===== config.mk =====
export PLATFORM = sky130hd
export DESIGN_NAME = autocat_way_allocator
export DESIGN_NICKNAME = d
export VERILOG_FILES = /design/src/rtl/autocat_way_allocator.sv
export SDC_FILE = /design/constraint.sdc
export NUM_CORES = 1
export LEC_CHECK = 0
export BUFFER_PORTS_ARGS = -buffer_cell sky130_fd_sc_hd__buf_4
export CELL_PAD_IN_SITES_DETAIL_PLACEMENT = 1
export CELL_PAD_IN_SITES_GLOBAL_PLACEMENT = 2
export CORE_MARGIN = 3
export CORE_UTILIZATION = 30
export CTS_BUF_LIST = sky130_fd_sc_hd__clkbuf_2
export DETAILED_ROUTE_END_ITERATION = 8
export GPL_TIMING_DRIVEN = 0
export PLACE_DENSITY_LB_ADDON = 0.1
export SYNTH_ARGS = -nofsm -noshare
export SYNTH_HDL_FRONTEND = slang
export SYNTH_SLANG_ARGS = --single-unit

===== constraint.sdc =====
create_clock -name clk_in -period 23.2 [get_ports clk_in]
set_input_delay 4.64 -clock clk_in [delete_from_list [all_inputs] [get_ports clk_in]]
set_output_delay 4.64 -clock clk_in [all_outputs]
set_load 0.01 [all_outputs]

===== src/rtl/autocat_way_allocator.sv =====
// rtl/autocat_way_allocator.sv - hit-profile driven contiguous way-mask suggester
// Profiles hits per LRU stack position over an epoch, then picks the fewest low-order ways covering the goal.
module autocat_way_allocator #(
  parameter int NUM_WAY       = 16,
  parameter int EPOCH_LEN     = 1024,
  parameter int COUNTER_WIDTH = 16,
  parameter int GOAL_SHIFT    = 3
) (
  input  logic               clk_in,
  input  logic               reset_in,
  input  logic               access_valid_in,
  input  logic [NUM_WAY-1:0] hit_vec_in,
  output logic [NUM_WAY-1:0] suggested_waymask_out
);

  localparam int ACC_W = (EPOCH_LEN > 1) ? $clog2(EPOCH_LEN) : 1;
  localparam int IDX_W = (NUM_WAY > 1) ? $clog2(NUM_WAY) : 1;
  localparam int K_W   = $clog2(NUM_WAY + 1);
  localparam logic [COUNTER_WIDTH-1:0] CNT_MAX = '1;

  typedef enum logic [1:0] {S_COUNT, S_EVAL, S_UPDATE} state_t;

  state_t                   r_state;
  state_t                   w_next_state;
  logic [ACC_W-1:0]         r_acc_cnt;
  logic [COUNTER_WIDTH-1:0] r_cnt [NUM_WAY];
  logic [COUNTER_WIDTH-1:0] r_total;
  logic [COUNTER_WIDTH-1:0] r_cum;
  logic [IDX_W-1:0]         r_idx;
  logic [K_W-1:0]           r_k;
  logic                     r_k_found;
  logic [NUM_WAY-1:0]       r_mask;

  logic                     w_hit;
  logic [IDX_W-1:0]         w_hit_idx;
  logic                     w_epoch_end;
  logic                     w_eval_last;
  logic                     w_count_en;
  logic                     w_eval_en;
  logic                     w_update_en;
  logic [COUNTER_WIDTH:0]   w_cum_sum;
  logic [COUNTER_WIDTH-1:0] w_cum_next;
  logic [COUNTER_WIDTH-1:0] w_uncovered;
  logic [COUNTER_WIDTH-1:0] w_tolerance;
  logic                     w_goal_met;
  logic [NUM_WAY-1:0]       w_new_mask;

  assign suggested_waymask_out = r_mask;

  // Only the closest-to-MRU hit position is credited.
  always_comb begin
    w_hit_idx = '0;
    for (int b = NUM_WAY - 1; b >= 0; b--) begin
      if (hit_vec_in[b]) w_hit_idx = IDX_W'(b);
    end
  end

  assign w_hit       = |hit_vec_in;
  assign w_epoch_end = (r_acc_cnt == ACC_W'(EPOCH_LEN - 1));
  assign w_eval_last = (r_idx == IDX_W'(NUM_WAY - 1));

  always_ff @(posedge clk_in or negedge reset_in) begin
    if (!reset_in) r_state <= S_COUNT;
    else           r_state <= w_next_state;
  end

  always_comb begin
    w_next_state = r_state;
    case (r_state)
      S_COUNT:  if (access_valid_in && w_epoch_end) w_next_state = S_EVAL;
      S_EVAL:   if (w_eval_last) w_next_state = S_UPDATE;
      S_UPDATE: w_next_state = S_COUNT;
      default:  w_next_state = S_COUNT;
    endcase
  end

  always_comb begin
    w_count_en  = (r_state == S_COUNT) && access_valid_in;
    w_eval_en   = (r_state == S_EVAL);
    w_update_en = (r_state == S_UPDATE);
  end

  assign w_cum_sum   = {1'b0, r_cum} + {1'b0, r_cnt[r_idx]};
  assign w_cum_next  = w_cum_sum[COUNTER_WIDTH] ? CNT_MAX : w_cum_sum[COUNTER_WIDTH-1:0];
  // Saturated per-position counters can sum past total; treat that as fully covered.
  assign w_uncovered = (w_cum_next >= r_total) ? '0 : (r_total - w_cum_next);
  assign w_tolerance = r_total >> GOAL_SHIFT;
  assign w_goal_met  = (w_uncovered <= w_tolerance);

  always_comb begin
    w_new_mask = '0;
    for (int b = 0; b < NUM_WAY; b++) begin
      w_new_mask[b] = (b < int'(r_k));
    end
  end

  always_ff @(posedge clk_in or negedge reset_in) begin
    if (!reset_in) begin
      r_acc_cnt <= '0;
      for (int p = 0; p < NUM_WAY; p++) r_cnt[p] <= '0;
      r_total   <= '0;
      r_cum     <= '0;
      r_idx     <= '0;
      r_k       <= '0;
      r_k_found <= 1'b0;
      r_mask    <= '1;
    end else begin
      if (w_count_en) begin
        r_acc_cnt <= w_epoch_end ? '0 : (r_acc_cnt + 1'b1);
        if (w_hit) begin
          if (r_cnt[w_hit_idx] != CNT_MAX) r_cnt[w_hit_idx] <= r_cnt[w_hit_idx] + 1'b1;
          if (r_total != CNT_MAX)          r_total <= r_total + 1'b1;
        end
        if (w_epoch_end) begin
          r_idx     <= '0;
          r_cum     <= '0;
          r_k       <= '0;
          r_k_found <= 1'b0;
        end
      end
      if (w_eval_en) begin
        r_cum <= w_cum_next;
        r_idx <= w_eval_last ? '0 : (r_idx + 1'b1);
        if (!r_k_found && w_goal_met) begin
          r_k       <= K_W'(r_idx) + 1'b1;
          r_k_found <= 1'b1;
        end else if (!r_k_found && w_eval_last) begin
          r_k       <= K_W'(NUM_WAY);
          r_k_found <= 1'b1;
        end
      end
      if (w_update_en) begin
        if (r_total != '0) r_mask <= w_new_mask;
        for (int p = 0; p < NUM_WAY; p++) r_cnt[p] <= '0;
        r_total <= '0;
      end
    end
  end

endmodule


==> results of run 1 <==
## through the flow
stage          utilization [%]  instances  hold WS, ps  setup slack [ps]  total power, mW
3_5_place_dp              32.9       2749          459             11760             1.28
3_3_place_gp              32.7       2746          454             11800             1.26
6_report                  34.3       2931          474             11820             1.75
4_1_cts                   34.3       2927          476             11700             1.76
5_1_grt                   34.3       2930          501             11100             1.86
2_1_floorplan                -       1866          439             14740             1.06
## worst max path at each step
stage,start,to,slack [ps],depth (start not counted)
2_1_floorplan,hit_vec_in[15],r_cnt[71],14740,22
3_3_place_gp,r_idx[0],r_k[4],11800,41
3_5_place_dp,r_idx[0],r_k[4],11760,41
4_1_cts,r_idx[0],r_k[4],11700,41
5_1_grt,r_idx[0],r_k[4],11100,41
6_report,r_idx[0],r_k[4],11820,41
## metal layers
metal	wire [um]	part of all wire (%)	global-route usage, %
met1	40600	42	36.8
met5	0	0	0
met3	7760	8.1	7.12
met4	4260	4.5	11.2
met2	43000	45	44.3
## cell type report
| class | instances | area (um^2) | share of cell area (%) |
|---|---|---|---|
| well taps | 846 | 1060 | 4.84 |
| inverters | 29 | 109 | 0.498 |
| multi-input cells | 1360 | 10500 | 48.0 |
| clock buffers | 147 | 736 | 3.37 |
| flip-flops and latches | 326 | 8180 | 37.4 |
| repair buffers | 37 | 345 | 1.58 |
| plain buffers | 151 | 762 | 3.49 |
| clock inverters | 31 | 163 | 0.744 |
| diodes | 4 | 10.0 | 0.0458 |
## flip-flops by register name, summed over array words and instances, names as in the netlist
signal / flops
r_acc_cnt: 10
suggested_waymask_out: 16
r_state: 2
r_k: 5
r_idx: 4
r_cnt: 256
r_k_found: 1
r_total: 16
r_cum: 16
## placed cells by master (no fill, tap or decap), types with 12 or more instances in the layout
cell and count:
a32o_1 101, nor4_1 15, nand4_1 16, a31oi_1 19
mux4_2 32, nand3_1 57, inv_1 29, a221oi_1 21
a21oi_1 65, o21ai_0 87, nand2b_1 12, or4_1 12
o221ai_1 22, xnor2_1 36, nor2_1 132, clkinv_1 24
a2bb2o_1 75, nor2b_1 15, buf_4 50, xor2_1 19
ha_1 50, mux2_2 23, dfrtp_1 310, nor3_1 40
nand2_1 131, a22oi_1 19, buf_2 47, o22ai_1 20
and3_1 14, dfstp_2 16, clkbuf_1 67, a22o_1 77
mux2i_1 73, clkbuf_2 148
## critical path, delay by kind of cell, from the launching register on
family                   cells  cell delay, ps
AO/OA/AOI/OAI               21            4770
buffers and inverters        4            2650
adder cells (fa/ha/maj)      5            1530
AND/OR/NAND/NOR             10            1370
multiplexers                 1             470
flip-flops                   1             440
## power breakdown
part	switching (mW)	leakage (nW)	internal [mW]	total, mW
combinational	0.346	4.33	0.218	0.565
clock	0.289	0.679	0.182	0.471
sequential	0.0841	4.27	0.634	0.718
total	0.719	9.27	1.03	1.75
## cells by family after synthesis
| group | synth area share (%) |
|---|---|
| mux | 8.75 |
| buf+inv | 4.44 |
| simple gates | 12.2 |
| flops | 41.8 |
| compound gates | 26.7 |
| xor+xnor | 2.63 |
| fa+ha+maj | 3.41 |
==> summary.md, run 1 <==
| Metric | Value |
|---|---|
| Register area share after synthesis | `41.8%` |
| Area after DPL | `20900 um^2` |
| Failing checks | `max-capacitance violations, max-slew violations` |
| Initial antenna violation count | `4` |
| Final Skew | `114 ps` |
| Critical R2R Launch | `r_idx[0]` |
| Placer Congestion | `0.992` |
| Hold Crit Start | `r_acc_cnt[8]` |
| Die area | `68200 um^2` |
| P_leak | `9.27 nW` |
| Die Y-Extent | `261 um` |
| Hold Path Cell Cnt | `1` |
| Number of synthesized register bits | `326` |
| Total gr overflow | `0` |
| Post-Syn Nets | `1937` |
| Pre-antenna DRT Iters | `6` |
| Clock buffer depth | `3` |
| Setup TNS Final | `0 ps` |
| Total Wirelength | `95.6 mm` |
| Crit-path max FO | `10` |
| Syn Inst Count | `1866` |
| # setup viols final | `0` |
| Setup Buffers After CTS | `0` |
| Area leader, netlist | `dfrtp_1` |
| Reg clk slew, reported paths | `90 ps` |
| Initial core utilization | `30.6%` |
| HPWL Detailed | `72.4 mm` |
| Crit path launch type | `flip-flop` |
| Worst R2R End | `r_k[4]` |
| CTS resizes | `0` |
| Finished Cell Area | `21900 um^2` |
| Crit Path Class | `reg -> reg` |
| Post-route DRC | `0` |
| Yosys warnings | `0` |
| Min Tclk post-route | `11380 ps` |
| Fmax | `0.0879 GHz` |
| PortBufs | `34` |
| Largest stage delay, worst path | `1090 ps` |
| EDFF count, synth | `0` |
| Clk_lat worst skew | `1190 ps` |
| Top cells by area, synth | `dfrtp_1 (40%), a32o_1 (5.2%), a2bb2o_1 (3.8%)` |
| Mapped Area | `19500 um^2` |
| Final ANT Viol Nets | `0` |
| Total number of vias | `18100` |
| R2R Setup Slk | `11820 ps` |
| Slew headroom | `-5.12%` |
| Num CTS Buffers | `98` |
| Crit path max-delay cell type | `buf_1` |
| I/O pin count | `35` |
| Number of global-route vias before repair | `18600` |
| RSZ-0062 raised after global routing | `no` |
| FILL cells | `7250` |
| Worst-Margin Slew | `1570 ps` |
| Fin crit share | `49.0%` |
| Total GRT Usage | `28.0%` |
| Run status | `finished with violations` |
| FP Rows | `92` |
| Avg Inst Size Synth | `10.5 um^2` |
| Count leader, synth | `dfrtp_1` |
| Fraction of layout instances using a drive strength above 1 | `18.2%` |
| Critical Path Sink Type | `flip-flop` |
| Core ar. | `63800 um^2` |
| Clock Tree Root | `clkbuf_2` |
| Cell mode on critical path | `a21oi_1` |
| Fin nets | `2074` |
| Critical path required time | `24210 ps` |
| H-tree levels | `3` |
| Width of the die | `261 um` |
| Ys async rst share | `100%` |
| PD cells | `80.2 nW/um^2` |
| Average wire per standard cell | `32.6 um` |
| Final Hold Fails | `0` |
| CTS tree | `built` |
| Synth Flop Type | `dfrtp_1` |
| First-pass GRT wire length | `137 mm` |
| CTS sink count | `326` |
| Yosys cell types | `90` |
| Hold_buf cts | `0` |
| Avg Vias per Cell | `6.17` |
| Hold WC Path Type | `reg -> reg` |
| Commonest cells post-synth | `dfrtp_1 (310), nor2_1 (132), nand2_1 (131)` |
| Synthesis-to-finish area growth | `11.8%` |
| VDD IR max | `0.0215 mV` |
| Top-area cell type share of the netlist area | `39.7%` |
| Min-Delay Endpoint | `r_acc_cnt[8]` |
| Reg2reg path depth | `41` |
| CP arrival | `12390 ps` |
| Iter 0 DRT Violations | `1762` |
| Largest net degree at the start of global routing | `104` |
| Final Max Slew Viols | `6` |
| Max-cap violation count | `1` |
Power figures use the tool's default switching activity.
==> run 2: changes to the inputs <==
==> constraint.sdc (replaced) <==
create_clock -name clk_in -period 11 [get_ports clk_in]
set_input_delay 2.2 -clock clk_in [delete_from_list [all_inputs] [get_ports clk_in]]
set_output_delay 2.2 -clock clk_in [all_outputs]
set_load 0.01 [all_outputs]
==> run 2 against run 1 <==
Against the previous run: the run still ends with max-capacitance violations, max-slew violations left; global-route usage barely moved; sequential share of layout area barely moved; clock power rose by 110%; worst setup slack got worse by 11000 ps; clock skew rose by 3.5 ps; final cell count barely moved; combinational power rose by 110%; power rose by 110%; count of clock-buffer cells in the layout did not move; highest routed layer unchanged.
==> summary.md, run 2 (same netlist as run 1, synthesis figures left out) <==
| Metric | Value |
|---|---|
| Run status | `finished with violations` |
| Failing checks | `max-capacitance violations, max-slew violations` |
| Net Sw Frac | `41.0%` |
| Final ANT Viol Nets | `0` |
| Max reg flops | `256` |
| Clock buffer depth | `3` |
| Die area | `68200 um^2` |
| Number of global-route vias before repair | `18600` |
| Reg power frac | `40.9%` |
| # setup viols final | `0` |
| Total gr overflow | `0` |
| Cell mode on critical path | `a21oi_1` |
| Hold WC Path Type | `reg -> reg` |
| Total Wirelength | `95.4 mm` |
| P_leak | `9.30 nW` |
| Grt peak-use layer | `met2` |
| Hold Path Cell Cnt | `1` |
| Slew headroom | `-2.83%` |
| Num CTS Buffers | `98` |
| Fmax | `0.0979 GHz` |
| I/O pin count | `35` |
| FP Rows | `92` |
| Worst Setup SP | `r_idx[1]` |
| Combinational share of power | `32.2%` |
| Worst R2R End | `r_k[4]` |
| Most frequent cells in the layout | `dfrtp_1 (310), clkbuf_2 (153), nor2_1 (132)` |
| Crit Path Class | `reg -> reg` |
| Max-cap violation count | `1` |
| Reg2reg path depth | `42` |
| H-tree levels | `3` |
| Min Hold Slack | `474 ps` |
| R2R Setup Slk | `780 ps` |
| Met2 usage | `44.3%` |
| Switch Pwr | `1.52 mW` |
| RSZ-0062 raised after global routing | `no` |
| CTS tree | `built` |
| PD cells | `169 nW/um^2` |
| Most common cell after layout, fill and taps aside | `dfrtp_1` |
| Min Tclk post-route | `10220 ps` |
| Crit path launch type | `flip-flop` |
| VDD IR max | `0.0459 mV` |
| Fraction of layout instances using a drive strength above 1 | `18.6%` |
| Setup Buffers After CTS | `0` |
| Met3 usage | `6.93%` |
| Setup ws final | `782 ps` |
| Critical R2R Launch | `r_idx[1]` |
| Clock share of power | `26.9%` |
| Iter 0 DRT Violations | `1876` |
| Initial core utilization | `30.6%` |
| Min-Delay Endpoint | `r_acc_cnt[8]` |
| Total number of vias | `18000` |
| Reg clk slew, reported paths | `110 ps` |
| Initial antenna violation count | `4` |
| Cell internal pwr | `2.18 mW` |
| Crit-path max FO | `10` |
| Setup TNS Final | `0 ps` |
| Post-route DRC | `0` |
| Fin nets | `2073` |
| Final Max Slew Viols | `6` |
| Clk_lat worst skew | `1200 ps` |
| Pre-antenna DRT Iters | `6` |
| Clock Tree Root | `clkbuf_2` |
| HPWL Detailed | `72.4 mm` |
| Avg Vias per Cell | `6.16` |
| Biggest register | `r_cnt` |
| Total GRT Usage | `28.0%` |
| First-pass GRT wire length | `137 mm` |
| Placer Congestion | `0.992` |
| Critical path required time | `12020 ps` |
| Met1 Use GR | `36.9%` |
| Largest stage delay, worst path | `720 ps` |
| Die Y-Extent | `261 um` |
| Largest net degree at the start of global routing | `104` |
| Final Hold Fails | `0` |
| Post-place setup slack | `-443 ps` |
| CTS sink count | `326` |
| CP arrival | `11240 ps` |
| Synthesis-to-finish area growth | `11.9%` |
| Worst-Margin Slew | `1540 ps` |
| Crit path max-delay cell type | `clkbuf_1` |
| Hold Crit Start | `r_acc_cnt[8]` |
| Width of the die | `261 um` |
| Core ar. | `63800 um^2` |
| Final Skew | `117 ps` |
| Fin crit share | `92.9%` |
| Average wire per standard cell | `32.6 um` |
| PortBufs | `34` |
| Critical Path Sink Type | `flip-flop` |
## run 2: changes by cell type in the layout (fill, tap and decap cells not counted), sizes merged
cell    previous run  this run
clkbuf           215       219
buf              120       115
## run 2: worst max-delay path by stage
stage | to | slack (ps) | cells after the start
global route | r_k[4] | 70 | 38
CTS | r_k[4] | 230 | 38
detailed placement | r_k[4] | -440 | 41
global placement | r_k[4] | -400 | 41
floorplan | r_k[4] | 2930 | 41
finish | r_k[4] | 780 | 42
## run 2: power by group through the flow
stage	logic, mW	clock network [mW]	registers [mW]
6_report	1.19	0.994	1.51
5_1_grt	1.29	1.10	1.53
4_1_cts	1.18	1.03	1.50
3_5_place_dp	1.17	0	1.53
3_3_place_gp	1.15	0	1.52
2_1_floorplan	0.784	0	1.44
## run 2: through the flow
stage | instances | cell area (um^2) | power (mW) | utilization [%]
5_1_grt | 2929 | 21900 | 3.91 | 34.3
6_report | 2930 | 21900 | 3.70 | 34.3
3_3_place_gp | 2746 | 20900 | 2.67 | 32.7
3_5_place_dp | 2749 | 20900 | 2.70 | 32.9
2_1_floorplan | 1866 | 19500 | 2.23 | -
4_1_cts | 2926 | 21900 | 3.71 | 34.3
## run 2: critical path, delay by kind of cell (launching register included)
kind | cells | cell delay [ps]
adder cells (fa/ha/maj) | 5 | 1520
AND/OR/NAND/NOR | 11 | 1560
buffers and inverters | 4 | 1500
AO/OA/AOI/OAI | 22 | 5050
flip-flops | 1 | 400
## run 2: final cells by class
class                   instances  area (um^2)
fillers                      7249        41900
plain buffers                 150          772
multi-input cells            1360        10500
well taps                     846         1060
diodes                          4         10.0
clock buffers                 147          736
repair buffers                 37          345
clock inverters                31          163
inverters                      29          109
flip-flops and latches        326         8180
## run 2: repair_timing
item | 4_1_cts | 5_1_grt
pin swaps | 0 | 0
gates resized for setup | 2 | 18
hold buffers | 0 | 0
setup endpoints to repair | 6 | 6
## run 2: metal layers
layer,up-vias,wire length [um],share of wire (%)
met4,0,4130,4.3
met2,830,43000,45
met3,213,7510,7.9
li1,7623,-,-
met1,9379,40800,43
met5,-,0,0
==> run 3: changes to the inputs <==
--- a/config.mk
+++ b/config.mk
@@ -8,11 +8,11 @@
 export BUFFER_PORTS_ARGS = -buffer_cell sky130_fd_sc_hd__buf_4
 export CELL_PAD_IN_SITES_DETAIL_PLACEMENT = 1
 export CELL_PAD_IN_SITES_GLOBAL_PLACEMENT = 2
-export CORE_MARGIN = 3
 export CORE_UTILIZATION = 30
 export CTS_BUF_LIST = sky130_fd_sc_hd__clkbuf_2
 export DETAILED_ROUTE_END_ITERATION = 8
 export GPL_TIMING_DRIVEN = 0
+export MAX_ROUTING_LAYER = met4
 export PLACE_DENSITY_LB_ADDON = 0.1
 export SYNTH_ARGS = -nofsm -noshare
 export SYNTH_HDL_FRONTEND = slang
==> run 3 against run 2 <==
Against the previous run: the flow finishes with violations (max-capacitance violations); die area decreased by 3.0%; register-to-register slack improved by 110 ps; power is 1.8% lower; critical endpoint unchanged.
==> summary.md, run 3 (same netlist as run 1, synthesis figures left out) <==
| Metric | Value |
|---|---|
| Clock Tree Root | `clkbuf_2` |
| Num CTS Buffers | `100` |
| Largest net degree at the start of global routing | `116` |
| Hold Crit Start | `r_acc_cnt[8]` |
| Run status | `finished with violations` |
| Setup Buffers After CTS | `0` |
| Hold WC Path Type | `reg -> reg` |
| Largest stage delay, worst path | `990 ps` |
| Cell mode on critical path | `a21oi_1` |
| Final Hold Fails | `0` |
| Grt peak-use layer | `met2` |
| Initial antenna violation count | `3` |
| Min-Delay Endpoint | `r_acc_cnt[8]` |
| RSZ-0062 raised after global routing | `no` |
| Worst-Margin Slew | `1470 ps` |
| CTS tree | `built` |
| Reg2reg path depth | `40` |
| Initial core utilization | `30.3%` |
| Finished Cell Area | `21800 um^2` |
| FP Rows | `93` |
| Met2 usage | `45.5%` |
| Worst R2R End | `r_k[4]` |
| Iter 0 DRT Violations | `1636` |
| Failing checks | `max-capacitance violations` |
| Avg Vias per Cell | `6.15` |
| First-pass GRT wire length | `138 mm` |
| Final ANT Viol Nets | `0` |
| Max reg flops | `256` |
| Critical path required time | `12050 ps` |
| Area of the multi-input gates | `10500 um^2` |
| Average wire per standard cell | `32.8 um` |
| Clk_lat worst skew | `1160 ps` |
| Met3 usage | `5.72%` |
| Hold Path Cell Cnt | `1` |
| Worst Setup SP | `r_idx[1]` |
| CP arrival | `11150 ps` |
| Slew headroom | `2.04%` |
| FILL cells | `7330` |
| Crit path launch type | `flip-flop` |
| CTS sink count | `326` |
| Min Tclk post-route | `10100 ps` |
| Critical R2R Launch | `r_idx[1]` |
| VDD IR max | `0.0617 mV` |
| Die area | `66200 um^2` |
| Crit-path max FO | `10` |
| Synthesis-to-finish area growth | `11.4%` |
| PortBufs | `34` |
| Most common cell after layout, fill and taps aside | `dfrtp_1` |
| Area after DPL | `20900 um^2` |
| Reg clk slew, reported paths | `100 ps` |
| Max-cap violation count | `1` |
| HPWL Detailed | `73.6 mm` |
| Total Wirelength | `96.1 mm` |
| Placer Congestion | `0.997` |
| Register area | `8180 um^2` |
| Total gr overflow | `0` |
| Die Y-Extent | `257 um` |
| Total number of vias | `18000` |
| Width of the die | `257 um` |
| Final Skew | `157 ps` |
| Critical Path Sink Type | `flip-flop` |
| PD cells | `167 nW/um^2` |
| Met1 Use GR | `39.6%` |
| Fmax | `0.0990 GHz` |
| Clock buffer depth | `3` |
| Final Max Slew Viols | `0` |
| R2R Setup Slk | `900 ps` |
| Setup TNS Final | `0 ps` |
| # setup viols final | `0` |
| I/O pin count | `35` |
| Number of global-route vias before repair | `18400` |
| Core ar. | `64500 um^2` |
| H-tree levels | `3` |
| Most frequent cells in the layout | `dfrtp_1 (310), clkbuf_2 (143), nor2_1 (131), nand2_1 (131), a32o_1 (101)` |
| Crit Path Class | `reg -> reg` |
| P_leak | `9.23 nW` |
| Crit path max-delay cell type | `clkbuf_1` |
| Fraction of layout instances using a drive strength above 1 | `18.1%` |
| Biggest register | `r_cnt` |
| Fin crit share | `91.9%` |
| Fin nets | `2074` |
| Total GRT Usage | `30.0%` |
| Post-route DRC | `0` |
| Pre-antenna DRT Iters | `5` |
run 3: power by group:
part           leakage, nW  internal (mW)  switching (mW)
sequential            4.27           1.34           0.178
combinational         4.35          0.460           0.736
clock                0.614          0.332           0.589
total                 9.23           2.13            1.50
run 3: worst max-delay path by stage:
stage                         to  slack (ps)
final                     r_k[4]         900
after global routing      r_k[4]          20
after CTS                 r_k[4]         190
after detailed placement  r_k[4]        -530
after global placement    r_k[4]        -420
after floorplan           r_k[4]        2930
run 3: metal layers:
layer  routed length (um)  share of wire [%]  up-vias
met1                42200                 44     9357
met4                 3470                3.6        0
met2                43400                 45      828
met3                 7020                7.3      183
li1                     -                  -     7623
met5                    0                  0        -
run 3: critical path, delay by kind of cell (launching register included):
kind,cells,cell delay [ps]
DFF,1,360
buffers and inverters,3,1580
and+or+nand+nor,11,1800
adders and majority gates,4,1260
AOI/OAI and AO/OA,22,5000
run 3: layout make-up:
| type | count | share of cell area, % |
|---|---|---|
| antenna | 3 | 0.0345 |
| buffer | 150 | 3.58 |
| clock buffer | 135 | 3.10 |
| clock inverter | 31 | 0.615 |
| inverter | 29 | 0.500 |
| multi-input combinational | 1360 | 48.2 |
| sequential | 326 | 37.6 |
| tap | 855 | 4.91 |
| timing repair buffer | 36 | 1.46 |
run 3: timing repair:
item,CTS,global route
gates resized for setup,2,28
endpoints found under the setup margin,6,6
pin swaps,0,0
hold buffers,0,0
run 3: metrics by stage:
| step | total power [mW] | utilization (%) | cells | hold WS (ps) | setup slack, ps |
|---|---|---|---|---|---|
| after floorplan | 2.23 | - | 1866 | 439 | 2930 |
| after global placement | 2.68 | 32.4 | 2755 | 457 | -425 |
| after detailed placement | 2.71 | 32.5 | 2757 | 470 | -534 |
| after CTS | 3.65 | 33.7 | 2922 | 486 | 194 |
| after global routing | 3.84 | 33.8 | 2924 | 528 | 17.8 |
| final | 3.63 | 33.8 | 2925 | 483 | 896 |
